$ cat src/rtl/kf_fxp_pkg.sv
// Fixed-point helpers shared by the Kalman-gain engine.
//   N_DEF / FRAC_DEF : default word width and fractional bits (Q10.10)
//   MAX_N / MIN_N    : clamp limits for the default N-bit word
//   state_e          : sequencer states of kgain_serial
//   sat_n()          : clamp a wide signed value to an n-bit signed range
package kf_fxp_pkg;
  localparam int N_DEF    = 20;
  localparam int FRAC_DEF = 10;
  // Wide enough for any intermediate of an N<=32 datapath.
  localparam int SAT_W    = 128;

  localparam logic signed [N_DEF-1:0] MAX_N = {1'b0, {(N_DEF-1){1'b1}}};
  localparam logic signed [N_DEF-1:0] MIN_N = {1'b1, {(N_DEF-1){1'b0}}};

  typedef enum logic [2:0] {IDLE, SUM, DET0, DET1, MUL, DIV, DONE} state_e;

  // Clamp x to [-2^(n-1), 2^(n-1)-1]; caller truncates the result to n bits.
  function automatic logic signed [SAT_W-1:0] sat_n(input logic signed [SAT_W-1:0] x,
                                                    input int n);
    logic signed [SAT_W-1:0] hi, lo;
    hi = {{(SAT_W-1){1'b0}}, 1'b1};
    hi = (hi <<< (n - 1)) - 1;
    lo = -hi - 1;
    if (x > hi)      return hi;
    else if (x < lo) return lo;
    else             return x;
  endfunction
endpackage

$ cat src/rtl/fxp_div_serial.sv
// Signed serial restoring divider: q = sat_N(num / den), truncated toward zero.
//   start : load num/den (ignored while busy)
//   num   : 2N-bit signed dividend; magnitude expected below 2^(N+FRAC)
//   den   : N-bit signed divisor
//   busy  : high for the N+FRAC iteration cycles after the load cycle
//   valid : high in the final iteration cycle; q is valid only then
//   q     : N-bit signed saturated quotient
module fxp_div_serial
  import kf_fxp_pkg::*;
#(
  parameter int N    = N_DEF,
  parameter int FRAC = FRAC_DEF
) (
  input  logic                  clk,
  input  logic                  rst,
  input  logic                  start,
  input  logic signed [2*N-1:0] num,
  input  logic signed [N-1:0]   den,
  output logic                  busy,
  output logic                  valid,
  output logic signed [N-1:0]   q
);
  localparam int QW = N + FRAC;
  localparam int CW = $clog2(QW);

  logic [N-1:0]  rem_q, rem_d, den_q, den_d, rem_nx, den_mag;
  logic [QW-1:0] quo_q, quo_d, quo_nx, mag;
  logic [CW-1:0] cnt_q, cnt_d;
  logic          busy_q, busy_d, neg_q, neg_d, ovf_q, ovf_d, fit;
  logic [2*N-1:0] num_mag;
  logic [N:0]     shl;
  logic signed [SAT_W-1:0] qs;

  always_comb begin
    num_mag = num[2*N-1] ? (~num + 1'b1) : num;
    den_mag = den[N-1]   ? (~den + 1'b1) : den;

    // One restoring step: shift in the next dividend bit, subtract if it fits.
    shl    = {rem_q, quo_q[QW-1]};
    fit    = (shl >= {1'b0, den_q});
    rem_nx = fit ? (shl[N-1:0] - den_q) : shl[N-1:0];
    quo_nx = {quo_q[QW-2:0], fit};

    // An out-of-range dividend is clamped rather than wrapped.
    mag = ovf_q ? '1 : quo_nx;
    qs  = {{(SAT_W-QW){1'b0}}, mag};
    if (neg_q) qs = -qs;
    q     = N'(sat_n(qs, N));
    valid = busy_q && (cnt_q == CW'(QW - 1));
    busy  = busy_q;

    busy_d = busy_q; cnt_d = cnt_q; rem_d = rem_q; quo_d = quo_q;
    den_d  = den_q;  neg_d = neg_q; ovf_d = ovf_q;
    if (busy_q) begin
      rem_d = rem_nx;
      quo_d = quo_nx;
      cnt_d = cnt_q + 1'b1;
      if (cnt_q == CW'(QW - 1)) busy_d = 1'b0;
    end else if (start) begin
      rem_d  = '0;
      quo_d  = num_mag[QW-1:0];
      den_d  = den_mag;
      neg_d  = num[2*N-1] ^ den[N-1];
      ovf_d  = |num_mag[2*N-1:QW];
      cnt_d  = '0;
      busy_d = 1'b1;
    end
  end

  always_ff @(posedge clk) begin
    if (rst) begin
      busy_q <= 1'b0; cnt_q <= '0; rem_q <= '0; quo_q <= '0;
      den_q  <= '0;   neg_q <= 1'b0; ovf_q <= 1'b0;
    end else begin
      busy_q <= busy_d; cnt_q <= cnt_d; rem_q <= rem_d; quo_q <= quo_d;
      den_q  <= den_d;  neg_q <= neg_d; ovf_q <= ovf_d;
    end
  end
endmodule

$ cat src/rtl/kgain_serial.sv
// Serial Kalman gain for a 2x2 filter with H = I: K = P * adj(P+R) / det(P+R).
//   start            : one-cycle request, accepted only when idle
//   P00..P11         : predicted covariance, Q(N-FRAC).FRAC
//   R11..R22         : measurement noise (R11 pairs with P00), same format
//   busy             : job in flight (cycles after accept up to done)
//   done             : one-cycle pulse; K*/singular change only here
//   singular         : det(S) <= 0 on the last job (K forced to 0)
//   K00..K11         : gain, Q(N-FRAC).FRAC
module kgain_serial
  import kf_fxp_pkg::*;
#(
  parameter int N    = N_DEF,
  parameter int FRAC = FRAC_DEF
) (
  input  logic                clk,
  input  logic                rst,
  input  logic                start,
  input  logic signed [N-1:0] P00, P01, P10, P11,
  input  logic signed [N-1:0] R11, R12, R21, R22,
  output logic                busy,
  output logic                done,
  output logic                singular,
  output logic signed [N-1:0] K00, K01, K10, K11
);
  state_e state_q, state_d;

  logic signed [N-1:0] p_q [4], p_d [4], r_q [4], r_d [4], s_q [4], s_d [4];
  logic signed [N-1:0] n_q [4], n_d [4], k_q [4], k_d [4], kt_q [3], kt_d [3];
  logic signed [N-1:0] det_q, det_d, det_nx, mul_a, mul_b;
  logic signed [2*N:0] acc_q, acc_d, prod_x, term, sum, diff, shr_sum, shr_det;
  logic signed [2*N-1:0] prod, div_ext, div_num;
  logic signed [N:0]   ssum;
  logic [2:0] mi_q, mi_d;
  logic [1:0] di_q, di_d;
  logic       sing_q, sing_d;
  logic       div_start, div_busy, div_valid;
  logic signed [N-1:0] div_q;

  fxp_div_serial #(.N(N), .FRAC(FRAC)) u_div (
    .clk(clk), .rst(rst), .start(div_start), .num(div_num), .den(det_q),
    .busy(div_busy), .valid(div_valid), .q(div_q)
  );

  // State register
  always_ff @(posedge clk) begin
    if (rst) state_q <= IDLE;
    else     state_q <= state_d;
  end

  // Next-state logic
  always_comb begin
    state_d = state_q;
    case (state_q)
      IDLE: if (start) state_d = SUM;
      SUM:  state_d = DET0;
      DET0: state_d = DET1;
      DET1: state_d = (det_nx <= 0) ? DONE : MUL;
      MUL:  if (mi_q == 3'd7) state_d = DIV;
      DIV:  if (div_valid && di_q == 2'd3) state_d = DONE;
      DONE: state_d = IDLE;
      default: state_d = IDLE;
    endcase
  end

  // Outputs
  always_comb begin
    busy     = (state_q inside {SUM, DET0, DET1, MUL, DIV});
    done     = (state_q == DONE);
    singular = sing_q;
    K00 = k_q[0]; K01 = k_q[1]; K10 = k_q[2]; K11 = k_q[3];
  end

  // Datapath
  always_comb begin
    p_d = p_q; r_d = r_q; s_d = s_q; acc_d = acc_q; det_d = det_q; n_d = n_q;
    kt_d = kt_q; mi_d = mi_q; di_d = di_q; k_d = k_q; sing_d = sing_q;
    ssum = '0;

    // Shared multiplier. In MUL, sub-index m picks P[{m2,m0}] * S[3-m[1:0]],
    // which walks 00a,00b,01a,01b,... ; terms m=1,2,5,6 carry the adj() minus.
    mul_a = s_q[0];
    mul_b = s_q[3];
    if (state_q == DET1) begin
      mul_a = s_q[1];
      mul_b = s_q[2];
    end else if (state_q == MUL) begin
      mul_a = p_q[{mi_q[2], mi_q[0]}];
      mul_b = s_q[~mi_q[1:0]];
    end
    prod    = mul_a * mul_b;
    prod_x  = (2*N+1)'(prod);
    term    = (mi_q[0] ^ mi_q[1]) ? -prod_x : prod_x;
    sum     = acc_q + term;
    diff    = acc_q - prod_x;
    shr_sum = sum >>> FRAC;
    shr_det = diff >>> FRAC;
    det_nx  = N'(sat_n(SAT_W'(shr_det), N));

    div_ext   = (2*N)'(n_q[di_q]);
    div_num   = div_ext <<< FRAC;
    div_start = (state_q == DIV) && !div_busy;

    case (state_q)
      IDLE: if (start) begin
        p_d = '{P00, P01, P10, P11};
        r_d = '{R11, R12, R21, R22};
      end
      SUM: for (int i = 0; i < 4; i++) begin
        ssum   = (N+1)'(p_q[i]) + (N+1)'(r_q[i]);
        s_d[i] = N'(sat_n(SAT_W'(ssum), N));
      end
      DET0: acc_d = prod_x;
      DET1: begin
        det_d = det_nx;
        if (det_nx <= 0) begin
          k_d    = '{default: '0};
          sing_d = 1'b1;
        end
      end
      MUL: begin
        mi_d = mi_q + 3'd1;
        if (!mi_q[0]) acc_d = term;
        else          n_d[mi_q[2:1]] = N'(sat_n(SAT_W'(shr_sum), N));
      end
      DIV: if (div_valid) begin
        di_d = di_q + 2'd1;
        // Quotients queue up in kt and publish together so K only moves at done.
        if (di_q == 2'd3) begin
          k_d    = '{kt_q[0], kt_q[1], kt_q[2], div_q};
          sing_d = 1'b0;
        end else begin
          kt_d[0] = kt_q[1];
          kt_d[1] = kt_q[2];
          kt_d[2] = div_q;
        end
      end
      default: ;
    endcase
  end

  always_ff @(posedge clk) begin
    if (rst) begin
      p_q <= '{default: '0}; r_q <= '{default: '0}; s_q <= '{default: '0};
      n_q <= '{default: '0}; k_q <= '{default: '0}; kt_q <= '{default: '0};
      acc_q <= '0; det_q <= '0; mi_q <= '0; di_q <= '0; sing_q <= 1'b0;
    end else begin
      p_q <= p_d; r_q <= r_d; s_q <= s_d; n_q <= n_d; k_q <= k_d; kt_q <= kt_d;
      acc_q <= acc_d; det_q <= det_d; mi_q <= mi_d; di_q <= di_d; sing_q <= sing_d;
    end
  end
endmodule

$ cat config.mk
export PLATFORM = sky130hd
export DESIGN_NAME = kgain_serial
export DESIGN_NICKNAME = d
export VERILOG_FILES = /design/src/rtl/kf_fxp_pkg.sv /design/src/rtl/fxp_div_serial.sv /design/src/rtl/kgain_serial.sv
export SDC_FILE = /design/constraint.sdc
export NUM_CORES = 2
export LEC_CHECK = 0
export BUFFER_PORTS_ARGS = -buffer_cell sky130_fd_sc_hd__buf_2
export CORE_AREA = 4 4 275 344
export CTS_CLUSTER_DIAMETER = 150
export DETAILED_ROUTE_END_ITERATION = 8
export DIE_AREA = 0 0 279 348
export PLACE_DENSITY_LB_ADDON = 0.3
export RECOVER_POWER = 25
export SLEW_MARGIN = 30
export SYNTH_ARGS = -nofsm -noshare
export SYNTH_HDL_FRONTEND = slang
export SYNTH_SLANG_ARGS = --single-unit
$ cat constraint.sdc
create_clock -name clk -period 14 [get_ports clk]
set_input_delay 0.7 -clock clk [delete_from_list [all_inputs] [get_ports clk]]
set_output_delay 0.7 -clock clk [all_outputs]
set_load 0.005 [all_outputs]
==> impl_metrics.json <==
{
  "status": "complete, but fails checks",
  "violations": "max-capacitance violations, max-slew violations",
  "hold_path.class": "input pin to register",
  "cts_buffers": 66,
  "pin_count": 246,
  "fp.dieArea_um2": 97100,
  "clock_path_buffers": 3,
  "synth-edff-count": 0,
  "crit_top_cell": "fa_1",
  "syn_avg_cell_area_um2": 8.19,
  "reg2reg_depth": 41,
  "yosysTopAreaCellShare_pct": 23.9,
  "peakVddDrop_uv": 178,
  "grt_pass1_wl_um": 244000,
  "hold_depth": 3,
  "crit_required_ns": 14.55,
  "worst_hold_startpoint": "R12[18]",
  "drive_above_1_share_pct": 9.55,
  "fin_area_um2": 55600,
  "final_antenna_net_count": 0,
  "worstReg2RegStart": "mi_q[0]$_SDFFE_PP0N_",
  "hold_path_end": "r_q[58]$_SDFFE_PP0P_",
  "portBuffers": 245,
  "num-fill-cells": 8068,
  "cts_sinks": 608,
  "antenna_found_initial": 3,
  "yosys-top-cells-area": "dfxtp_1 24%, fa_1 17%, ha_1 7.0%, a21oi_1 6.6%, nand2_1 5.8%",
  "clk_pin_slew_ns": 0.06,
  "wl_um": 155000,
  "max_stage_delay_ns": 0.58,
  "yosysSeqAreaShare_pct": 23.9,
  "hpwl_um": 122000,
  "syn-num-nets": 7082,
  "cts_tree": "built",
  "fin_crit_sh_pct": 96.4,
  "cts_setup_buffers": 0,
  "clock.fmax_ghz": 0.0741,
  "arrival_ns": 14.04,
  "grt_pass1_vias": 44900,
  "synthFlopType": "dfxtp_1",
  "fin_worst_skew_ns": 0.0463,
  "regArea_um2": 12200,
  "cap_violations": 4,
  "synth_seq_cells": 608,
  "power_density_nw_per_um2": 162,
  "crit_buf_inv": 8,
  "avgViaCountPerCell": 5.96,
  "placed_area_um2": 53200,
  "tightest_slew_ns": 4.12,
  "async_flop_share_pct": 0,
  "htree_levels": 3,
  "synth_common_cells": "791 x nand2_1, 675 x a21oi_1, 627 x inv_1",
  "period_minus_slack_ns": 13.49,
  "multi_input_area_um2": 35200,
  "start_kind": "register",
  "rows": 124,
  "initial_core_util_pct": 55.7,
  "slew-limit-headroom_pct": -175,
  "vias": 44900,
  "grt-ovfl-total": 0,
  "path_class": "register to register",
  "dieWidth_um": 279,
  "wl_per_cell_um": 20.5,
  "drcViolationCount": 0,
  "fin_ws_ns": 0.510,
  "critPathMaxFanout": 60,
  "setup_viol": 0,
  "holdBufCountCts": 0,
  "yosys_warnings": 0,
  "cp_slowest_cell": "mux4_2",
  "drt_pass1_iterations": 7,
  "cts_root_buf": "clkbuf_16",
  "syn_area_um2": 50800,
  "end_kind": "register",
  "gp_congestion": 1.03,
  "fin_setup_tns_ns": 0,
  "drt_iter0_drc": 2996,
  "yosysTopAreaCell": "dfxtp_1",
  "grt_max_degree": 119,
  "track_usage_pct": 31.3,
  "slew_viol_final": 286,
  "hold_viol": 0,
  "cts_resized": 0,
  "place_ws_ns": 0.406,
  "synth_most_common_cell": "nand2_1",
  "crit_family": "adder cells",
  "synth.distinct_cells": 92,
  "die_h_um": 348,
  "core-area_um2": 91200,
  "reg2reg_to": "K00[4]$_SDFFE_PP0P_",
  "layout.nets": 7155,
  "p_leak_nw": 24.1,
  "r2r_slack_ns": 0.51,
  "area_growth_pct": 9.35,
  "netlist_instances": 6211,
  "clkLatencyLatePin_ns": 0.64
}
## final cells by class
type,count,share of cell area [%]
Tap cell,1197,2.69
Multi-Input combinational cell,4619,63.3
Inverter,628,4.24
Timing Repair Buffer,361,3.77
Clock buffer,87,3.33
Antenna cell,2,0.00900
Clock inverter,31,0.752
Sequential cell,608,21.9
## placed cells by master, fill, tap and decap left out, types with 103 or more instances in the layout
cell     netlist  final
nand2_1      791    789
a21oi_1      675    673
inv_1        627    627
dfxtp_1      608    604
nor2_1       568    561
fa_1         425    424
o21ai_0      386    386
ha_1         283    283
buf_2         11    200
xnor2_1      189    184
buf_4          2    103
## flip-flops by register name, indices dropped and copies added (netlist names)
register,cells
u_div.ovf_q,1
s_q,80
singular,1
K11,20
K10,20
u_div.neg_q,1
u_div.quo_q,30
n_q,80
K01,20
det_q,20
u_div.busy,1
di_q,2
state_q,3
u_div.cnt_q,5
p_q,80
acc_q,41
K00,20
kt_q,60
r_q,80
u_div.den_q,20
u_div.rem_q,20
mi_q,3
## how the worst max path moves through the flow
stage	startpoint	slack, ns	to	cells past startpoint
floorplan	mi_q[0]$_SDFFE_PP0N_	1.20	n_q[45]$_SDFFE_PP0P_	45
CTS	state_q[1]$_SDFFE_PP0P_	0.34	n_q[52]$_SDFFE_PP0P_	45
global placement	state_q[1]$_SDFFE_PP0P_	0.51	n_q[52]$_SDFFE_PP0P_	45
finish	mi_q[0]$_SDFFE_PP0N_	0.51	K00[4]$_SDFFE_PP0P_	41
global route	mi_q[0]$_SDFFE_PP0N_	-0.03	K00[4]$_SDFFE_PP0P_	45
detailed placement	state_q[1]$_SDFFE_PP0P_	0.41	n_q[52]$_SDFFE_PP0P_	45
## per-layer routing
metal | vias up | part of all wire, % | global-route usage (%)
met4 | 4 | 8.4 | 21.5
li1 | 21100 | - | -
met1 | 21600 | 36 | 34.5
met5 | - | 0.041 | 0
met2 | 1608 | 50 | 55.5
met3 | 565 | 6.0 | 4.66
## worst reg2reg max path: cells and delay by family, from the launching register on
| kind | cells | cell delay, ns |
|---|---|---|
| adder cells (fa/ha/maj) | 9 | 4.42 |
| AND/OR/NAND/NOR | 14 | 3.75 |
| multiplexers | 1 | 0.59 |
| buffers and inverters | 8 | 1.14 |
| AO/OA/AOI/OAI | 8 | 2.63 |
| flip-flops | 1 | 0.48 |
| XOR/XNOR | 1 | 0.36 |
## power breakdown
part,total (W),internal (W),switching (W)
Clock,0.00183,0.00104,0.000780
Sequential,0.00197,0.00183,0.000137
Combinational,0.00521,0.00183,0.00338
Total,0.00900,0.00471,0.00430
## stage by stage
step | power, W | hold WS [ns] | util (%) | instances
floorplan | 0.00554 | 0.425 | - | 6211
global placement | 0.00697 | 0.441 | 58.3 | 7411
detailed placement | 0.00705 | 0.442 | 58.4 | 7411
CTS | 0.00890 | 0.266 | 60.9 | 7529
global route | 0.00955 | 0.289 | 60.9 | 7531
finish | 0.00900 | 0.299 | 60.9 | 7533
## kinds of logic after synthesis
logic type | after synthesis | synth area share [%]
AOI/OAI and AO/OA | 1668 | 20.3
xor gates and xnor gates | 291 | 5.19
adders and majority gates | 738 | 24.3
buffers and inverters | 985 | 7.34
DFF | 608 | 23.9
muxes | 85 | 3.15
and+or+nand+nor | 1836 | 15.8
Note: power is estimated with default switching activity, not from simulation.
